$ cat config.mk
export PLATFORM = sky130hd
export DESIGN_NAME = key_debounce
export DESIGN_NICKNAME = d
export VERILOG_FILES = /design/src/rtl/key_debounce.sv
export SDC_FILE = /design/constraint.sdc
export NUM_CORES = 1
export LEC_CHECK = 0
export BUFFER_PORTS_ARGS = -buffer_cell sky130_fd_sc_hd__clkbuf_2
export CORE_MARGIN = 3
export CORE_UTILIZATION = 52
export DETAILED_ROUTE_END_ITERATION = 7
export HOLD_SLACK_MARGIN = 0.05
export PLACE_DENSITY = 0.74
export SLEW_MARGIN = 20
export SYNTH_ARGS = -nofsm -noshare
export SYNTH_HDL_FRONTEND = slang
export SYNTH_SLANG_ARGS = --single-unit
export TNS_END_PERCENT = 50
$ cat constraint.sdc
create_clock -name clk -period 5.8 [get_ports clk]
set_input_delay 0.87 -clock clk [delete_from_list [all_inputs] [get_ports clk]]
set_output_delay 0.87 -clock clk [all_outputs]
set_load 0.02 [all_outputs]
$ cat src/rtl/key_debounce.sv
// key_debounce: pushbutton synchroniser, debouncer and press/release/long-press
// event generator.
//
// Optional build macro: KEY_LONG_PRESS_EN
//   defined   - a hold counter drives a one-shot key_long pulse after CNT_LONG
//   undefined - no hold counter is built and key_long is tied low
//
// state      | meaning
// -----------+-----------------------------------------------------
// IDLE       | key released and stable
// PRESS_FILT | key seen pressed, waiting for it to stay stable
// DOWN       | debounced pressed level
// REL_FILT   | key seen released, waiting for it to stay stable

module key_debounce #(
    parameter logic [23:0] CNT_DEB    = 24'd239_999,
    parameter logic [23:0] CNT_LONG   = 24'd11_999_999,
    parameter logic        KEY_ACTIVE = 1'b0
) (
    input  logic clk,
    input  logic rst_n,
    input  logic key_in,
    output logic key_state,
    output logic key_press,
    output logic key_release,
    output logic key_long
);

    typedef enum logic [1:0] {
        IDLE       = 2'd0,
        PRESS_FILT = 2'd1,
        DOWN       = 2'd2,
        REL_FILT   = 2'd3
    } state_t;

    state_t      state, state_nxt;
    logic        s1, s2;
    logic        pressed;
    logic [23:0] cnt, cnt_nxt;
    logic        key_state_nxt;
    logic        press_nxt;
    logic        release_nxt;

    // Two-flop synchroniser; resets to the idle pin level so a key held
    // through reset is not mistaken for an edge.
    always_ff @(posedge clk or negedge rst_n) begin
        if (!rst_n) begin
            s1 <= ~KEY_ACTIVE;
            s2 <= ~KEY_ACTIVE;
        end else begin
            s1 <= key_in;
            s2 <= s1;
        end
    end

    assign pressed = (s2 == KEY_ACTIVE);

    // State, window counter and registered outputs.
    always_ff @(posedge clk or negedge rst_n) begin
        if (!rst_n) begin
            state       <= IDLE;
            cnt         <= '0;
            key_state   <= 1'b0;
            key_press   <= 1'b0;
            key_release <= 1'b0;
        end else begin
            state       <= state_nxt;
            cnt         <= cnt_nxt;
            key_state   <= key_state_nxt;
            key_press   <= press_nxt;
            key_release <= release_nxt;
        end
    end

    // Next-state logic; the window counter restarts on every state change.
    always_comb begin
        state_nxt     = state;
        cnt_nxt       = cnt;
        key_state_nxt = key_state;
        press_nxt     = 1'b0;
        release_nxt   = 1'b0;
        case (state)
            IDLE: begin
                if (pressed) begin
                    state_nxt = PRESS_FILT;
                    cnt_nxt   = '0;
                end
            end
            PRESS_FILT: begin
                if (!pressed) begin
                    state_nxt = IDLE;
                    cnt_nxt   = '0;
                end else if (cnt == CNT_DEB) begin
                    state_nxt     = DOWN;
                    cnt_nxt       = '0;
                    key_state_nxt = 1'b1;
                    press_nxt     = 1'b1;
                end else begin
                    cnt_nxt = cnt + 24'd1;
                end
            end
            DOWN: begin
                if (!pressed) begin
                    state_nxt = REL_FILT;
                    cnt_nxt   = '0;
                end
            end
            REL_FILT: begin
                if (pressed) begin
                    state_nxt = DOWN;
                    cnt_nxt   = '0;
                end else if (cnt == CNT_DEB) begin
                    state_nxt     = IDLE;
                    cnt_nxt       = '0;
                    key_state_nxt = 1'b0;
                    release_nxt   = 1'b1;
                end else begin
                    cnt_nxt = cnt + 24'd1;
                end
            end
            default: begin
                state_nxt = IDLE;
                cnt_nxt   = '0;
            end
        endcase
    end

`ifdef KEY_LONG_PRESS_EN
    logic [23:0] hold_cnt;
    logic        long_done;

    // Hold counter runs while the key is debounced-down (release bounces
    // included), saturates at the threshold and fires key_long once per press.
    // A release landing on the same cycle wins so pulses never overlap.
    always_ff @(posedge clk or negedge rst_n) begin
        if (!rst_n) begin
            hold_cnt  <= '0;
            long_done <= 1'b0;
            key_long  <= 1'b0;
        end else begin
            key_long <= 1'b0;
            if (press_nxt) begin
                hold_cnt  <= '0;
                long_done <= 1'b0;
            end else if (state == DOWN || state == REL_FILT) begin
                if (hold_cnt == CNT_LONG) begin
                    long_done <= 1'b1;
                    key_long  <= !long_done && !release_nxt;
                end else begin
                    hold_cnt <= hold_cnt + 24'd1;
                end
            end
        end
    end
`else
    // Threshold only matters when the hold counter is built.
    logic long_unused;
    assign long_unused = ^CNT_LONG;
    assign key_long    = 1'b0;
`endif

endmodule
### After elaboration in Yosys (flattened, before gate mapping)

Cells that the tools add are included.

* memory bits (read-only): 0
* bits in latches: 0
* register bits: 31
* logic and storage cells: 48
* memories kept: 0
* bits of input ports: 3
* RAM bits: 0
* output and inout port bits: 4

* shifts and indexed selects: 0
* divide/modulo/power cells: 0
* magnitude comparators: 0
* equal/unequal tests: 12
* add/sub/neg operators: 1
* mux-type cells: 23
* reduce and logical (&&, ||, !) cells: 5
* multiply operators: 0
* bitwise operators: 0

Operators with widths (number)
* 24-bit two-way mux: 5
* 24-bit one-hot mux with 4 select lines: 1
* 24-bit by 1-bit adder with 24-bit output (second input constant): 1
* 24-bit by 18-bit equality test with 1-bit output (second input constant): 1
* 2-bit two-way mux: 6
* 2-bit inequality test (second input constant): 6
* 1-bit two-way mux: 9
* 2-bit one-hot mux with 4 select lines: 1
* 3-bit inequality test (second input constant): 2
* 5-bit AND reduction: 1
* 2-bit equality test (second input constant): 2
* 4-bit AND reduction: 1
* 2-bit by 1-bit equality test with 1-bit output (second input constant): 1
* 2-bit logical NOT: 1
* 1-bit one-hot mux with 2 select lines: 1
* 2-bit AND reduction: 1
* 2-bit nonzero test: 1

### Longest topological paths before layout

Gate-level depths: netlist of run 1.

* word-level depth: 4
* depth in mapped cells: 7
* gate-level depth less buffers: 6

### Least setup slack after synthesis of run 1

No wires, ideal clock.

* path type: register to register
* start: register cnt[19]
* end: register cnt[20]
* library setup time: 0.124 ns
* data required time: 5.676 ns
* path slack: 3.971 ns
* arrival time: 1.705 ns
* clock period less this slack: 1.829 ns
* path buffers: 1
* cell stages (with the launch flop): 7
* cells stage by stage: dfrtp_1 > or4_1 > nor3_1 > a21oi_2 > buf_6 > a32oi_1 > nand2_1

* word-level cells in the longest chain between the ends: 4
* elaborated cells between the ends (all ways): 6
* classes of those cells: add/sub (1); eq/ne (1); mux (4)

Ends and longest elaborated chain
* start: declaration: RTL line 39 `logic [23:0] cnt, cnt_nxt;`
* start signal: assignment: RTL line 68 `cnt <= cnt_nxt;`
* 24-bit by 1-bit adder with 24-bit output / 24-bit by 18-bit equality test with 1-bit output (equally long branches)
* 24-bit two-way mux *: RTL line 93, 112
* 24-bit two-way mux (on tied branches): RTL line 109, 90
* 24-bit one-hot mux with 4 select lines *: RTL line 82 `case (state)`

Every way passes the cells marked *; elsewhere a longest branch is shown, timed or not.
A chain may end at the register's enable or synchronous reset.

### Worst setup path after layout of run 1

* start: register cnt[0]
* end: register cnt[22]

Same word-level chain as after synthesis.

==> load_flow_metrics.sql, run 1 <==
INSERT INTO impl_metrics (metric_group, metric, value, unit) VALUES
('critical_path', 'critical_path.endpoint_type', 'flop', ''),
('power_and_ir_drop', 'peakVddDrop', '150', 'µV'),
('logic_synthesis', 'yosys_warnings', '0', ''),
('global_route', 'grt_first_pass_wirelength', '5.36', 'mm'),
('worst_hold_path', 'holdCritPathClass', 'reg -> reg', ''),
('critical_path', 'r2r_setup_slack', '3.69', 'ns'),
('power_and_ir_drop', 'totalPowerFinal', '0.461', 'mW'),
('worst_hold_path', 'instance_count_along_the_most_critical_hold_path', '0', ''),
('final_layout', 'area_growth', '5.23', '%'),
('clocking', 'clock-sinks', '31', ''),
('routing', 'wire_per_inst', '15.3', 'µm'),
('critical_path', 'launching_point_of_the_worst_reg2reg_path', 'cnt[0]', ''),
('logic_synthesis', 'synth_most_common_cell', 'sky130_fd_sc_hd__dfrtp_1', ''),
('routing', 'number_of_vias_per_cell_after_detailed_routing', '6.00', ''),
('logic_synthesis', 'ys_seq_area_frac', '0.478', ''),
('power_and_ir_drop', 'power_leakage', '0.726', 'nW'),
('final_layout', 'design.final.nets', '182', ''),
('logic_synthesis', 'yosysUniqueCellTypes', '42', ''),
('critical_path', 'worstSetupStartpointType', 'flop', ''),
('placed_design', 'place_inst', '213', ''),
('final_layout', 'finalCoreUtilization', '0.595', ''),
('final_layout', 'fin_area', '1710', 'µm²'),
('final_layout', 'post_layout_nonfiller_instances', '220', ''),
('critical_path', 'setup.worst_path.start', 'cnt[0]', ''),
('global_route', 'grt.overflow.total', '0', ''),
('timing', 'fin_tns_setup', '0', 'ns'),
('logic_synthesis', 'synth_area', '1630', 'µm²'),
('worst_hold_path', 'holdPathEnd', 's2', ''),
('floorplanning', 'floorplan.initialDensity', '0.566', ''),
('clocking', 'clkSlewWorstSetupHoldPaths', '0.10', 'ns'),
('timing', 'number_of_failing_setup_endpoints_in_the_final_timing_report', '0', ''),
('logic_synthesis', 'yosys.area_share.adder', '0.00769', ''),
('logic_synthesis', 'post_synth_most_frequent_cells', 'sky130_fd_sc_hd__dfrtp_1, sky130_fd_sc_hd__nand2_1, sky130_fd_sc_hd__a31oi_1', ''),
('logic_synthesis', 'synth_top_cells_by_area', 'sky130_fd_sc_hd__dfrtp_1, sky130_fd_sc_hd__a31oi_1, sky130_fd_sc_hd__nand2_1', ''),
('clocking', 'tritoncts', 'done', ''),
('clocking', 'clk_root_buffer_cell', 'sky130_fd_sc_hd__clkbuf_4', ''),
('run', 'max_cap_violations', '0', ''),
('logic_synthesis', 'postSynthAreaPerCell', '9.41', 'µm²'),
('critical_path', 'worst-r2r-cell-count', '6', ''),
('floorplanning', 'io-pin-count', '7', ''),
('global_route', 'antenna_found_initial', '0', ''),
('logic_synthesis', 'post_synthesis_mux_area_share', '0.00615', ''),
('timing', 'final.min_clock_period', '2.11', 'ns'),
('routing', 'postRouteWirelength', '3.36', 'mm'),
('timing', 'fin_hold_ws', '0.364', 'ns'),
('placed_design', 'hpwlAfterDp', '2.22', 'mm'),
('clocking', 'post_cts.resized_instances', '0', ''),
('final_layout', 'drive_gt1_frac', '0.129', ''),
('final_layout', 'filler_cell_count', '263', ''),
('routing', 'drc', '0', ''),
('logic_synthesis', 'synth.ff_latch_count', '31', ''),
('routing', 'drt_pass1_iterations', '4', ''),
('timing', 'fin_crit_sh', '0.363', ''),
('logic_synthesis', 'synth_simple_gate_area_frac', '0.234', ''),
('logic_synthesis', 'post_synthesis_instance_total', '173', ''),
('logic_synthesis', 'largest_family_of_logic_cells_by_synthesized_area', 'simple AND/OR/NAND/NOR gates', ''),
('timing', 'fmaxAchievable', '475', 'MHz'),
('global_route', 'grt_use_total', '0.195', ''),
('logic_synthesis', 'synthArstFlopShare', '1.00', ''),
('final_layout', 'antenna_cells', '0', ''),
('status', 'result_of_the_run', 'complete, no violations', ''),
('critical_path', 'critical_path_arrival', '2.31', 'ns'),
('timing', 'rsz_0062_raised_after_global_routing', 'no', ''),
('logic_synthesis', 'synth_ff_type', 'sky130_fd_sc_hd__dfrtp_1', ''),
('timing', 'worst_slew_pin_slew', '0.790', 'ns'),
('logic_synthesis', 'syn_nets', '177', ''),
('clocking', 'holdBufCountCts', '0', ''),
('clocking', 'cts_inserted_buffers', '5', ''),
('critical_path', 'crit_type', 'reg -> reg', ''),
('timing', 'slew-limit-headroom', '0.471', ''),
('placed_design', 'final_gp_congestion', '0.804', '');
-- where the power goes --
group          switching, mW  internal [mW]
Clock                 0.0738         0.0561
Sequential            0.0169          0.229
Combinational         0.0614         0.0240
-- sequential cells by signal (all words and copies together), names as in the netlist, named ones only --
signal / flops
key_state: 1
state: 1
key_press: 1
s2: 1
key_release: 1
cnt: 24
s1: 1
-- layer usage --
layer | global-route usage | vias up | share of wire
met4 | 0.0818 | 0 | 0.016
li1 | - | 648 | -
met2 | 0.306 | 37 | 0.45
met5 | 0 | - | 0
met1 | 0.249 | 629 | 0.47
met3 | 0.0599 | 6 | 0.066
-- worst max-delay path, stage by stage, from the launching register on --
cell                      delay [ns]
sky130_fd_sc_hd__dfrtp_1        0.45
sky130_fd_sc_hd__ha_1           0.24
sky130_fd_sc_hd__nand3_1        0.22
sky130_fd_sc_hd__nor2_1         0.56
sky130_fd_sc_hd__and4_1         0.31
sky130_fd_sc_hd__or2b_1         0.11
sky130_fd_sc_hd__a31oi_1        0.08
-- cell usage in the layout (no fill, tap or decap), drive strengths merged, types with 2 or more instances in the layout --
cell,synthesis,final
and3,4,4
nor3,5,5
nand4,5,5
xnor2,3,3
a41oi,3,3
nor4,2,2
a32oi,2,2
o211ai,2,2
o21ai,9,9
or2b,3,3
nand2,24,24
dfstp,2,2
nor2,10,10
clkbuf,4,11
inv,5,5
nand3,11,11
dfrtp,29,29
a31oi,18,18
or2,2,2
a21oi,11,11
-- layout make-up --
type / count / area, µm² / area share
Sequential cell: 31 / 778 / 0.454
Multi-Input combinational cell: 129 / 774 / 0.452
Tap cell: 42 / 52.6 / 0.0307
Clock buffer: 6 / 51.3 / 0.0299
Timing Repair Buffer: 6 / 32.5 / 0.0190
Inverter: 5 / 18.8 / 0.0110
Clock inverter: 1 / 5.00 / 0.00292
-- kinds of logic (layout without fill, tap and decap cells) --
logic type,after synthesis,after routing
flip-flops,31,31
other,1,1
adder cells (fa/ha/maj),1,1
buffers and inverters,13,18
AND/OR/NAND/NOR,72,72
XOR/XNOR,4,4
multiplexers,1,1
AO/OA/AOI/OAI,50,50
-- how the worst max path moves through the flow --
stage / slack [ns] / to
after floorplan: 3.97 / cnt[20]
after global placement: 3.81 / cnt[19]
after detailed placement: 3.76 / cnt[3]
after CTS: 3.73 / cnt[3]
after global routing: 3.50 / cnt[22]
final: 3.69 / cnt[22]
(Power assumes the default switching activity.)
==> inputs of run 2 (changes only) <==
==> constraint.sdc (replaced) <==
create_clock -name clk -period 2.02 [get_ports clk]
set_input_delay 0.303 -clock clk [delete_from_list [all_inputs] [get_ports clk]]
set_output_delay 0.303 -clock clk [all_outputs]
set_load 0.02 [all_outputs]
==> load_flow_metrics.sql, run 2 (synthesis gave the netlist of run 1 again) <==
INSERT INTO impl_metrics (metric_group, metric, value, unit) VALUES
('clocking', 'cts_setup_buffers', '0', ''),
('timing', 'hold_violations', '0', ''),
('timing', 'worst_slew_pin_slew', '0.821', 'ns'),
('global_route', 'maximum_number_of_pins_on_one_net_before_global_route_repair', '32', ''),
('critical_path', 'r2r_setup_slack', '0.14', 'ns'),
('timing', 'fin_crit_sh', '0.930', ''),
('floorplanning', 'die-width', '62.0', 'µm'),
('power_and_ir_drop', 'clock_power_frac', '0.336', ''),
('timing', 'fmaxAchievable', '532', 'MHz'),
('routing', 'via_count', '1448', ''),
('clocking', 'tritoncts', 'done', ''),
('final_layout', 'flip_flop_count_of_the_largest_register_all_copies_and_words_added', '24', ''),
('floorplanning', 'die_height', '62.0', 'µm'),
('global_route', 'grt.overflow.total', '0', ''),
('final_layout', 'drive_gt1_frac', '0.198', ''),
('global_route', 'grt_first_pass_wirelength', '5.91', 'mm'),
('placed_design', 'final_gp_congestion', '0.847', ''),
('power_and_ir_drop', 'comb_power_share', '0.199', ''),
('final_layout', 'final_common_cell', 'sky130_fd_sc_hd__dfrtp_1', ''),
('final_layout', 'fin_area', '1870', 'µm²'),
('final_layout', 'area_growth', '14.9', '%'),
('clocking', 'cts_max_level', '2', ''),
('power_and_ir_drop', 'peakVddDrop', '440', 'µV'),
('placed_design', 'hpwlAfterDp', '2.50', 'mm'),
('worst_hold_path', 'holdPathEnd', 's2', ''),
('critical_path', 'crit_type', 'reg -> reg', ''),
('critical_path', 'critical_path.endpoint_type', 'flop', ''),
('worst_hold_path', 'instance_count_along_the_most_critical_hold_path', '0', ''),
('routing', 'drc', '0', ''),
('worst_hold_path', 'hold_path_startpoint', 's1', ''),
('routing', 'number_of_vias_per_cell_after_detailed_routing', '6.19', ''),
('critical_path', 'worst-path-max-fanout', '23', ''),
('routing', 'wire_per_inst', '14.8', 'µm'),
('floorplanning', 'io-pin-count', '7', ''),
('routing', 'drt_pass1_iterations', '5', ''),
('placed_design', 'port-buffer-count', '5', ''),
('final_layout', 'filler_cell_count', '234', ''),
('final_layout', 'design.final.nets', '195', ''),
('clocking', 'cts_inserted_buffers', '5', ''),
('final_layout', 'antenna_cells', '0', ''),
('power_and_ir_drop', 'powerDensity', '809', 'nW/µm²'),
('routing', 'route.antenna.remaining_nets', '0', ''),
('floorplanning', 'core_region_area', '2880', 'µm²'),
('global_route', 'grt_use_total', '0.214', ''),
('run', 'max_cap_violations', '0', ''),
('critical_path', 'crit-reg2reg-capture', 'cnt[3]', ''),
('clocking', 'clk_root_buffer_cell', 'sky130_fd_sc_hd__clkbuf_4', ''),
('final_layout', 'largest-register', 'cnt', ''),
('timing', 'number_of_failing_setup_endpoints_in_the_final_timing_report', '0', ''),
('floorplanning', 'fp-row-count', '19', ''),
('global_route', 'antenna_found_initial', '0', ''),
('timing', 'post_route_clock_skew', '0.0143', 'ns'),
('critical_path', 'critical_path_arrival', '2.08', 'ns'),
('power_and_ir_drop', 'power_leakage', '0.809', 'nW'),
('final_layout', 'finalCoreUtilization', '0.650', ''),
('timing', 'final_max_slew_viol_count', '0', ''),
('floorplanning', 'floorplan.initialDensity', '0.566', ''),
('clocking', 'worst_skew_pair.late_latency', '0.34', 'ns'),
('routing', 'postRouteWirelength', '3.46', 'mm'),
('clocking', 'clock-sinks', '31', ''),
('critical_path', 'worst-r2r-cell-count', '6', ''),
('power_and_ir_drop', 'power_switching_share', '0.302', ''),
('power_and_ir_drop', 'switchingPower', '0.457', 'mW'),
('critical_path', 'worstSetupStartpointType', 'flop', ''),
('critical_path', 'launching_point_of_the_worst_reg2reg_path', 'cnt[19]', ''),
('placed_design', 'placed_cell_area', '1750', 'µm²'),
('global_route', 'grt_pass1_vias', '1291', ''),
('floorplanning', 'fp.dieArea', '3840', 'µm²'),
('worst_hold_path', 'holdCritPathClass', 'reg -> reg', ''),
('power_and_ir_drop', 'internal_power', '1.06', 'mW'),
('timing', 'slew-limit-headroom', '0.451', ''),
('critical_path', 'crit_required', '2.22', 'ns'),
('status', 'result_of_the_run', 'complete, no violations', ''),
('routing', 'detailedRoute.firstIterationViolations', '96', ''),
('clocking', 'clkSlewWorstSetupHoldPaths', '0.10', 'ns'),
('timing', 'final.min_clock_period', '1.88', 'ns'),
('final_layout', 'most-common-layout-cells', 'sky130_fd_sc_hd__dfrtp_1, sky130_fd_sc_hd__nand2_1, sky130_fd_sc_hd__a31oi_1, sky130_fd_sc_hd__buf_4', ''),
('power_and_ir_drop', 'power.sequential.fraction', '0.465', ''),
('clocking', 'cts-root-to-sink-buffers', '2', '');
run 2: cell count changes in the layout (fill, tap and decap cells not counted):
cell                            previous run  this run
sky130_fd_sc_hd__nand3_1                  11        10
sky130_fd_sc_hd__nor3_1                    5         4
sky130_fd_sc_hd__nor3_2                    0         1
sky130_fd_sc_hd__ha_2                      0         1
sky130_fd_sc_hd__buf_12                    0         1
sky130_fd_sc_hd__buf_4                     1        11
sky130_fd_sc_hd__dlygate4sd3_1             0         2
sky130_fd_sc_hd__nand3_2                   0         1
sky130_fd_sc_hd__bufinv_16                 0         1
sky130_fd_sc_hd__ha_1                      1         0
run 2: how the worst max path moves through the flow:
stage          startpoint      end  slack, ns  depth (start not counted)
2_1_floorplan     cnt[19]  cnt[20]       0.19                          6
3_3_place_gp      cnt[19]   cnt[3]       0.14                          6
3_5_place_dp       cnt[1]  cnt[20]       0.08                          7
4_1_cts            cnt[1]   cnt[3]       0.07                          7
5_1_grt            cnt[1]   cnt[3]    -0.0006                          7
6_report          cnt[19]   cnt[3]       0.14                          6
run 2: power groups by stage:
stage                     sequential, mW  clock [mW]  combinational, mW
final                              0.704       0.509              0.301
after global routing               0.708       0.558              0.329
after CTS                          0.701       0.523              0.298
after detailed placement           0.713           0              0.294
after global placement             0.708           0              0.278
after floorplan                    0.706           0              0.215
run 2: area by class of cell:
cell class,instances,area (µm²),area share
multi-input cells,129,787,0.421
flip-flops and latches,31,778,0.416
repair buffers,19,148,0.0789
well taps,42,52.6,0.0281
clock buffers,6,51.3,0.0274
clock inverters,2,35.0,0.0187
inverters,5,18.8,0.0100
run 2: what timing repair did:
item	in CTS	in global routing
setup endpoints to repair	0	17
resized for setup	0	3
hold buffers	2	0
hold endpoints to repair	30	0
run 2: critical path, cell delays in order (launching register included):
cell and delay, ns:
sky130_fd_sc_hd__dfrtp_1 0.40, sky130_fd_sc_hd__or4_1 0.55, sky130_fd_sc_hd__nor3_2 0.24, sky130_fd_sc_hd__a21oi_2 0.12, sky130_fd_sc_hd__buf_12 0.17, sky130_fd_sc_hd__a41oi_1 0.20, sky130_fd_sc_hd__a31oi_1 0.06
run 2: per-stage QoR:
| step | setup slack [ns] | setup TNS [ns] | total power [mW] | hold slack, ns | cells |
|---|---|---|---|---|---|
| finish | 0.141 | 0 | 1.51 | 0.369 | 234 |
| CTS | 0.0703 | 0 | 1.52 | 0.371 | 234 |
| detailed placement | 0.0780 | 0 | 1.01 | 0.351 | 224 |
| global placement | 0.139 | 0 | 0.986 | 0.346 | 224 |
| global route | -0.000563 | -0.000563 | 1.60 | 0.379 | 234 |
| floorplan | 0.191 | 0 | 0.921 | 0.00741 | 173 |
run 2: per-layer routing:
metal | share of wire | routed length, µm | up-vias | GRT usage
li1 | - | - | 679 | -
met1 | 0.44 | 1530 | 702 | 0.284
met2 | 0.47 | 1630 | 57 | 0.320
met3 | 0.065 | 225 | 10 | 0.0640
met4 | 0.021 | 73 | 0 | 0.100
met5 | 0 | 0 | - | 0
